==> src/rtl/seq101_gen_if.sv <==
// Request/serial-output bundle for seq101_gen: the master issues start/pattern/len/rep,
// and the slave (the generator) returns x/valid/busy/done.
interface seq101_gen_if #(
  parameter int W  = 8,
  parameter int LW = 4,
  parameter int RW = 4
);
  logic          start;
  logic [W-1:0]  pattern;
  logic [LW-1:0] len;
  logic [RW-1:0] rep;
  logic          x;
  logic          valid;
  logic          busy;
  logic          done;

  modport master (
    output start, pattern, len, rep,
    input  x, valid, busy, done
  );

  modport slave (
    input  start, pattern, len, rep,
    output x, valid, busy, done
  );
endinterface

==> src/rtl/seq101_gen.sv <==
// Serial pattern generator: shifts pattern MSB-first, (rep+1) times, with every output registered.
// Define SEQ_GEN_GAP_EN to insert GAP idle-zero cycles between repetitions.
module seq101_gen #(
  parameter int          W   = 8,
  parameter int          LW  = 4,
  parameter int          RW  = 4,
  parameter int unsigned GAP = 2
) (
  input  logic        clk,
  input  logic        clr,
  seq101_gen_if.slave bus
);

  localparam logic [1:0] S_IDLE = 2'd0;
  localparam logic [1:0] S_SEND = 2'd1;
  localparam logic [1:0] S_GAP  = 2'd2;
  localparam logic [1:0] S_DONE = 2'd3;

  localparam logic [LW-1:0] W_L = LW'(W);

`ifdef SEQ_GEN_GAP_EN
  localparam bit GAP_ON = (GAP > 0);
  localparam int GW     = (GAP > 1) ? $clog2(GAP) : 1;
`else
  // The contiguous build never gaps; GAP is still referenced so both builds share one parameter list.
  localparam bit GAP_ON = 1'b0 && (GAP > 0);
`endif

  logic [1:0]    state_q, state_d;
  logic [W-1:0]  pat_q, pat_d;
  logic [LW-1:0] len_q, len_d;
  logic [RW-1:0] rep_q, rep_d;
  logic [LW-1:0] idx_q, idx_d;
`ifdef SEQ_GEN_GAP_EN
  logic [GW-1:0] gap_q, gap_d;
`endif
  logic          x_q, x_d;
  logic          valid_q, valid_d;
  logic          busy_q, busy_d;
  logic          done_q, done_d;

  logic len_ok;
  assign len_ok = (bus.len != '0) && (bus.len <= W_L);

  always_comb begin
    state_d = state_q;
    pat_d   = pat_q;
    len_d   = len_q;
    rep_d   = rep_q;
    idx_d   = idx_q;
`ifdef SEQ_GEN_GAP_EN
    gap_d   = gap_q;
`endif
    case (state_q)
      S_IDLE: begin
        // busy_q still shows the DONE cycle one clock late, so start is held off through it.
        if (bus.start && !busy_q && len_ok) begin
          pat_d   = bus.pattern;
          len_d   = bus.len;
          rep_d   = bus.rep;
          idx_d   = bus.len - LW'(1);
          state_d = S_SEND;
        end
      end
      S_SEND: begin
        if (idx_q == '0) begin
          if (rep_q != '0) begin
            rep_d   = rep_q - RW'(1);
            idx_d   = len_q - LW'(1);
            state_d = GAP_ON ? S_GAP : S_SEND;
`ifdef SEQ_GEN_GAP_EN
            gap_d   = '0;
`endif
          end else begin
            state_d = S_DONE;
          end
        end else begin
          idx_d = idx_q - LW'(1);
        end
      end
`ifdef SEQ_GEN_GAP_EN
      S_GAP: begin
        if (gap_q == GW'(GAP - 1)) begin
          state_d = S_SEND;
        end else begin
          gap_d = gap_q + GW'(1);
        end
      end
`endif
      S_DONE:  state_d = S_IDLE;
      default: state_d = S_IDLE;
    endcase
  end

  // Outputs are the registered image of the current state, giving one cycle from state to pins.
  always_comb begin
    x_d     = (state_q == S_SEND) && |(pat_q & (W'(1) << idx_q));
    valid_d = (state_q == S_SEND);
    busy_d  = (state_q != S_IDLE);
    done_d  = (state_q == S_DONE);
  end

  always_ff @(posedge clk or posedge clr) begin
    if (clr) begin
      state_q <= S_IDLE;
      pat_q   <= '0;
      len_q   <= '0;
      rep_q   <= '0;
      idx_q   <= '0;
`ifdef SEQ_GEN_GAP_EN
      gap_q   <= '0;
`endif
      x_q     <= 1'b0;
      valid_q <= 1'b0;
      busy_q  <= 1'b0;
      done_q  <= 1'b0;
    end else begin
      state_q <= state_d;
      pat_q   <= pat_d;
      len_q   <= len_d;
      rep_q   <= rep_d;
      idx_q   <= idx_d;
`ifdef SEQ_GEN_GAP_EN
      gap_q   <= gap_d;
`endif
      x_q     <= x_d;
      valid_q <= valid_d;
      busy_q  <= busy_d;
      done_q  <= done_d;
    end
  end

  assign bus.x     = x_q;
  assign bus.valid = valid_q;
  assign bus.busy  = busy_q;
  assign bus.done  = done_q;

endmodule

==> src/flat_wrapper.sv <==
// flat-port wrapper written by rule: the top's interface ports become plain ports
module seq101_gen_flat 
#(
  parameter int          W   = 8,
  parameter int          LW  = 4,
  parameter int          RW  = 4,
  parameter int unsigned GAP = 2
)
  (clk, clr, bus_start, bus_pattern, bus_len, bus_rep, bus_x, bus_valid, bus_busy, bus_done);
  seq101_gen_if #(.W(W), .LW(LW), .RW(RW)) bus_i ();
  input  logic clk;
  input  logic clr;
  input wire logic [$bits(bus_i.start)-1:0] bus_start;
  input wire logic [$bits(bus_i.pattern)-1:0] bus_pattern;
  input wire logic [$bits(bus_i.len)-1:0] bus_len;
  input wire logic [$bits(bus_i.rep)-1:0] bus_rep;
  output wire logic [$bits(bus_i.x)-1:0] bus_x;
  output wire logic [$bits(bus_i.valid)-1:0] bus_valid;
  output wire logic [$bits(bus_i.busy)-1:0] bus_busy;
  output wire logic [$bits(bus_i.done)-1:0] bus_done;
  assign bus_i.start = bus_start;
  assign bus_i.pattern = bus_pattern;
  assign bus_i.len = bus_len;
  assign bus_i.rep = bus_rep;
  assign bus_x = bus_i.x;
  assign bus_valid = bus_i.valid;
  assign bus_busy = bus_i.busy;
  assign bus_done = bus_i.done;
  seq101_gen #(.W(W), .LW(LW), .RW(RW), .GAP(GAP)) u_core (.clk(clk), .clr(clr), .bus(bus_i));
endmodule
==> config.mk <==
export PLATFORM = sky130hd
export DESIGN_NAME = seq101_gen_flat
export DESIGN_NICKNAME = d
export VERILOG_FILES = /design/src/rtl/seq101_gen_if.sv /design/src/rtl/seq101_gen.sv /design/src/flat_wrapper.sv
export SDC_FILE = /design/constraint.sdc
export NUM_CORES = 1
export LEC_CHECK = 0
export CORE_ASPECT_RATIO = 0.75
export CORE_MARGIN = 2
export CORE_UTILIZATION = 35
export CTS_CLUSTER_DIAMETER = 200
export DETAILED_ROUTE_END_ITERATION = 8
export PLACE_DENSITY = 0.53
export RECOVER_POWER = 25
export SLEW_MARGIN = 0
export SYNTH_ARGS = -nofsm -noshare
export SYNTH_HDL_FRONTEND = slang
export SYNTH_SLANG_ARGS = --single-unit
==> constraint.sdc <==
create_clock -name clk -period 2.45 [get_ports clk]
set_input_delay 0.6125 -clock clk [delete_from_list [all_inputs] [get_ports clk]]
set_output_delay 0.6125 -clock clk [all_outputs]
set_load 0.01 [all_outputs]
==> results.tsv <==
metric	value	unit
final_hold_viol_count	0	
ir_drop	0.554	mV
switching_power	718	uW
ys_seq_elements	26	
vias	936	
place_congestion	0.791	
path_class	input port to flop	
route.detailed.drc	0	
cp_max_fo	16	
grt_pass1_wl	4440	um
cts_made_buffers	3	
final_max_slew_viol_count	0	
final_core_util	47.1	%
rsz0062_at_grt	false	
cts_root_buf	clkbuf_8	
power.density	1190	nW/um^2
drive_gt1_share	23.4	%
status	finished, final reports clean	
finalPower	2.02	mW
final_cells	193	
die_x	74.6	um
grt_max_degree	27	
cts_buffer_depth	2	
fin_worst_skew	0.00916	ns
tns	0	ns
clock_sinks	26	
syn_inst	109	
yosys.area.top_type_share	49.7	%
yosys-top-cells-count	26 x dfrtp_1, 8 x o21ai_0, 7 x mux2_4, 7 x nand2_1, 6 x nor2_1	
startpoint_type	input port	
clk_pin_slew_worst_paths	0.08	ns
antenna_found_initial	0	
yosys_warnings	0	
tightestPinTransition	1.39	ns
finalNetCount	164	
synth-seq-area-share	49.7	%
synth_area	1310	sq um
yosysTopAreaCell	dfrtp_1	
synth_area_per_cell	12.0	sq um
dieArea	4250	sq um
drt_iter0_drc	27	
clock_latency	0.27	ns
synth-main-ff-cell	dfrtp_1	
r2r_setup_slack	0.59	ns
synth_edf_count	0	
power_frac_comb	47.0	%
placed_cells	189	
min_period_over_period	87.3	%
synth.distinct_cells	37	
ctsHoldBuffers	0	
num-fill-cells	338	
seq_power_share	39.5	%
portBuffers	22	
post_cts_buffers	0	
crit_arrival	2.29	ns
dr.pass1.iters	4	
finalWirelength	2570	um
maxCapViolations	0	
cts_resized	0	
setup_violations	0	
viasPerCell	4.85	
synthMostInstantiatedCell	dfrtp_1	
n_antenna_cell	0	
p_int	1.31	mW
cts_tree	built	
row_count	19	
power_frac_clock	13.5	%
grt_pass1_vias	926	
core-area	3610	sq um
wl_per_cell	13.3	um
max_freq	0.467	GHz
endpoint_kind	flop	
syn_nets	131	
grt-ovfl-total	0	
yosys-top-cells-area	dfrtp_1 50%, mux2_4 8.0%, mux2_2 4.3%	
relSlewSlack	7.59	%
syn_to_final_growth	30.0	%
ios	23	
ant_nets	0	
hpwl	1880	um
start_util	36.3	%
htreeDepth	1	
grt_usage	13.9	%
power_leakage	0.711	nW
hold_class	flop to flop	
p_sw_share	35.5	%
async_reset_ff_share	100	%
cp.required	2.60	ns
dieHeight	57.0	um
period_needed	2.14	ns
[worst paths after layout]
path                                  from                 to  depth (start not counted)
max                             bus_len[0]    u_core.pat_q[2]                          5
min                        u_core.rep_q[1]    u_core.rep_q[1]                          2
max reg2reg                u_core.idx_q[1]    u_core.idx_q[3]                          5
min reg2reg                u_core.rep_q[1]    u_core.rep_q[1]                          2
max in group asynchronous              clr    u_core.pat_q[3]                          3
min in group asynchronous              clr  u_core.state_q[1]                          3
[final cells by class]
cell class                      instances  area, sq um  share of cell area (%)
Tap cell                               52         65.1                    3.82
Clock buffer                            4         55.1                    3.23
Multi-Input combinational cell         75          621                    36.4
Timing Repair Buffer                   30          289                    17.0
Sequential cell                        26          651                    38.2
Inverter                                6         22.5                    1.32
[cell usage in the layout, fill, tap and decap left out, drive strengths merged]
cell / n
buf: 7
nor4: 2
clkdlybuf4s50: 22
mux2i: 2
or2: 1
o22ai: 4
or4: 1
a221oi: 1
ha: 3
o211ai: 1
o31a: 1
dfrtp: 26
xnor2: 1
nand4b: 1
nand3: 1
nor3: 3
a22oi: 1
o21ai: 11
and2: 2
xor2: 1
nand2b: 1
a21oi: 3
o31ai: 1
nor4b: 2
nand2: 7
inv: 5
mux2: 12
clkbuf: 5
or3b: 3
clkinv: 1
mux4: 2
nor2: 6
nor2b: 1
[state kept, by name, summed over array words and instances (netlist names)]
| signal | count |
|---|---|
| u_core.bus.busy | 1 |
| u_core.len_q | 4 |
| u_core.bus.done | 1 |
| u_core.bus.valid | 1 |
| u_core.idx_q | 4 |
| u_core.state_q | 2 |
| u_core.rep_q | 4 |
| u_core.bus.x | 1 |
| u_core.pat_q | 8 |
[stage by stage]
step                      instance area, sq um  worst slack [ns]  hold slack, ns
final                                     1700             0.310           0.511
after global routing                      1700             0.171           0.530
after CTS                                 1710             0.316           0.515
after detailed placement                  1650            0.0262           0.493
after global placement                    1650            0.0669           0.489
after floorplan                           1310             0.425           0.472
[power groups by stage]
stage | logic (mW) | registers (mW) | clock network, mW
final | 0.952 | 0.799 | 0.273
after global routing | 1.07 | 0.838 | 0.304
after CTS | 0.968 | 0.800 | 0.283
after detailed placement | 0.962 | 0.807 | 0
after global placement | 0.950 | 0.806 | 0
after floorplan | 0.699 | 0.766 | 0
[kinds of logic (layout without fill, tap and decap cells)]
family                   count (synthesis)  in the layout  synth area share [%]
AND/OR/NAND/NOR                         31             31                  14.6
flip-flops                              26             26                  49.7
AO/OA/AOI/OAI                           23             23                  11.3
multiplexers                            16             16                  17.3
buffers and inverters                    8             40                  2.96
adder cells (fa/ha/maj)                  3              3                  2.87
XOR/XNOR                                 2              2                  1.34
[metal layers]
metal	part of all wire [%]	wire length (um)	GRT usage (%)	vias to the layer above
li1	-	-	-	464
met2	47	1200	21.6	21
met4	0.51	13	2.30	0
met1	48	1230	19.7	449
met3	5.1	132	4.24	2
met5	0	0	0	-
[critical path: stages]
cell and delay, ns:
clkdlybuf4s50_1 0.45, o31a_1 0.36, nor4_4 0.32, buf_12 0.20
mux2_2 0.34
(Power assumes the default switching activity.)
==> variant (same flow settings) <==
The option `SEQ_GEN_GAP_EN` is turned on by a define.
--- a/src/rtl/seq101_gen.sv
+++ b/src/rtl/seq101_gen.sv
@@ -2,2 +2,4 @@
 // Define SEQ_GEN_GAP_EN to insert GAP idle-zero cycles between repetitions.
+`define SEQ_GEN_GAP_EN
+
 module seq101_gen #(
Check against the original RTL: not equivalent (Yosys sat finds a counterexample within 4 cycles, from zero or initial values).
==> variant against the original RTL <==
- synthesized area is 9.8% higher
- wire length is 14% higher
- synthesized cell count is 16% higher
- hold slack gained 0.0014 ns
- die area is 9.2% higher
- global-route usage is essentially flat
- setup slack better by 0.0030 ns
- design area rose by 6.9%
- sequential share of layout area fell by 1.1 points
- final cell count up 9.8%
- sequential cell count is 1 higher
- critical endpoint is now u_core.idx_q[0]
- largest cell class is now multi-input combinational cells
Power is not compared: it rests on default switching activity, and its combinational part moved more than twofold at a synthesized area within 25%.
==> variant: results (changes against the original RTL) <==
| Metric | Value |
|---|---|
| # clk buffers | `3 (-1)` |
| Cells after Synth | `126 (+16%)` |
| Non-Filler Instances | `212 (+9.8%)` |
| Met3 Use GR | `3.35% (-0.89 points)` |
| Postcts setup bufs | `0 (unchanged)` |
| Clock-cell share | `2.54% (-0.69 points)` |
| Synth top cells by count | `dfrtp_1, nor2_1, mux2_4` |
| Largest net degree at the start of global routing | `28 (+3.7%)` |
| Worst EP arrival | `roughly 2.3 ns` |
| Dpl hpwl | `2.15 mm (+14%)` |
| Worst path slowest cell | `clkdlybuf4s50_1` |
| GRT met1 Usage | `20.4% (+0.64 points)` |
| Met2 Use GR | `20.8% (-0.81 points)` |
| Max FO, Critical Path | `4 (-12)` |
| Gp weighted congestion | `0.859 (+8.7%)` |
| Multi-input combinational area share | `38.8% (+2.4 points)` |
| Adder-cell area share of the yosys netlist | `1.74% (-1.1 points)` |
| Top post-synthesis cells by area | `dfrtp_1, mux2_4, nor2_1` |
| Most flop-heavy register | `u_core.pat_q` |
| Clock buffer depth | `2 (unchanged)` |
| Wire length on met1 | `1.57 mm (+28%)` |
| DR WL met3 | `122 um (-7.6%)` |
| Hold_sp | `u_core.pat_q[3]` |
| Syn Nets | `147 (+12%)` |
| Status | `finished, final reports clean` |
| Total track usage | `13.9% (-0.018 points)` |
| Global-route wire length before repair | `4.93 mm (+11%)` |
| Placed cells | `208 (+10%)` |
| Vias per Instance | `4.87 (+0.47%)` |
| Fill cells | `372 (+10%)` |
| GR Overflow Total | `0 (unchanged)` |
| Multi-input gates | `88 (+17%)` |
| Port buffer count | `22 (unchanged)` |
| Worst-margin pin slew | `1.48 ns (+0.0977 ns)` |
| Leak | `0.842 nW` |
| Vias in the first global route | `1,033 (+12%)` |
| Mux cell area share after synthesis | `18.1% (+0.80 points)` |
| Non-clk bufs | `32 (+6.7%)` |
| Top routing layer used | `met4` |
| Layout cells sized above 1 | `19.7% (-3.7 points)` |
| Initial detailed-routing violation count | `67 (+150%)` |
| Max stage delay on crit path | `0.47 ns (+0.02 ns)` |
| Fin Hold WS | `0.512 ns (+0.00138 ns)` |
| Num sequential | `27 (+3.8%)` |
| Fin nets | `179 (+9.1%)` |
| NonClk Buf Share | `16.5% (-0.48 points)` |
| Xor/xnor cell area share of the yosys netlist | `1.22% (-0.12 points)` |
| Compound-gate portion of the synthesized area | `11.9% (+0.64 points)` |
| R2R Path Start | `u_core.rep_q[0]` |
| Register area share after synthesis | `47.0% (-2.7 points)` |
| Seq area share | `37.1% (-1.1 points)` |
| Clk_skew | `0.00249 ns (-0.00667 ns)` |
| Type of the most critical hold path | `flop to flop` |
| WL final | `2.94 mm (+14%)` |
| Initial antenna violation count | `0 (unchanged)` |
| Syn. warnings | `0 (unchanged)` |
| Count of different cell masters after synthesis | `39 (+5.4%)` |
| Wire length on met2 | `1.23 mm (+3.0%)` |
==> variant: power by group through the flow <==
stage | Combinational (mW) | Sequential [mW] | Clock (mW)
after floorplan | 0.00901 | 0.454 | 0
after global placement | 0.0460 | 0.454 | 0
after detailed placement | 0.0468 | 0.454 | 0
after CTS | 0.0468 | 0.445 | 0.260
after global routing | 0.0491 | 0.445 | 0.282
final | 0.0449 | 0.445 | 0.250
==> variant: path summary, 6_finish.rpt <==
check / cells after the start / end
min reg2reg: 1 / u_core.pat_q[3]
min in group asynchronous: 3 / u_core.pat_q[1]
max in group asynchronous: 3 / u_core.idx_q[0]
min: 1 / u_core.pat_q[3]
max reg2reg: 7 / u_core.rep_q[1]
max: 6 / u_core.idx_q[0]
==> variant: through the flow <==
stage	setup WS (ns)	cell area (um^2)
global placement	0.0451	1780
CTS	0.308	1830
finish	0.313	1820
floorplan	0.595	1440
detailed placement	0.0245	1780
global route	0.114	1820
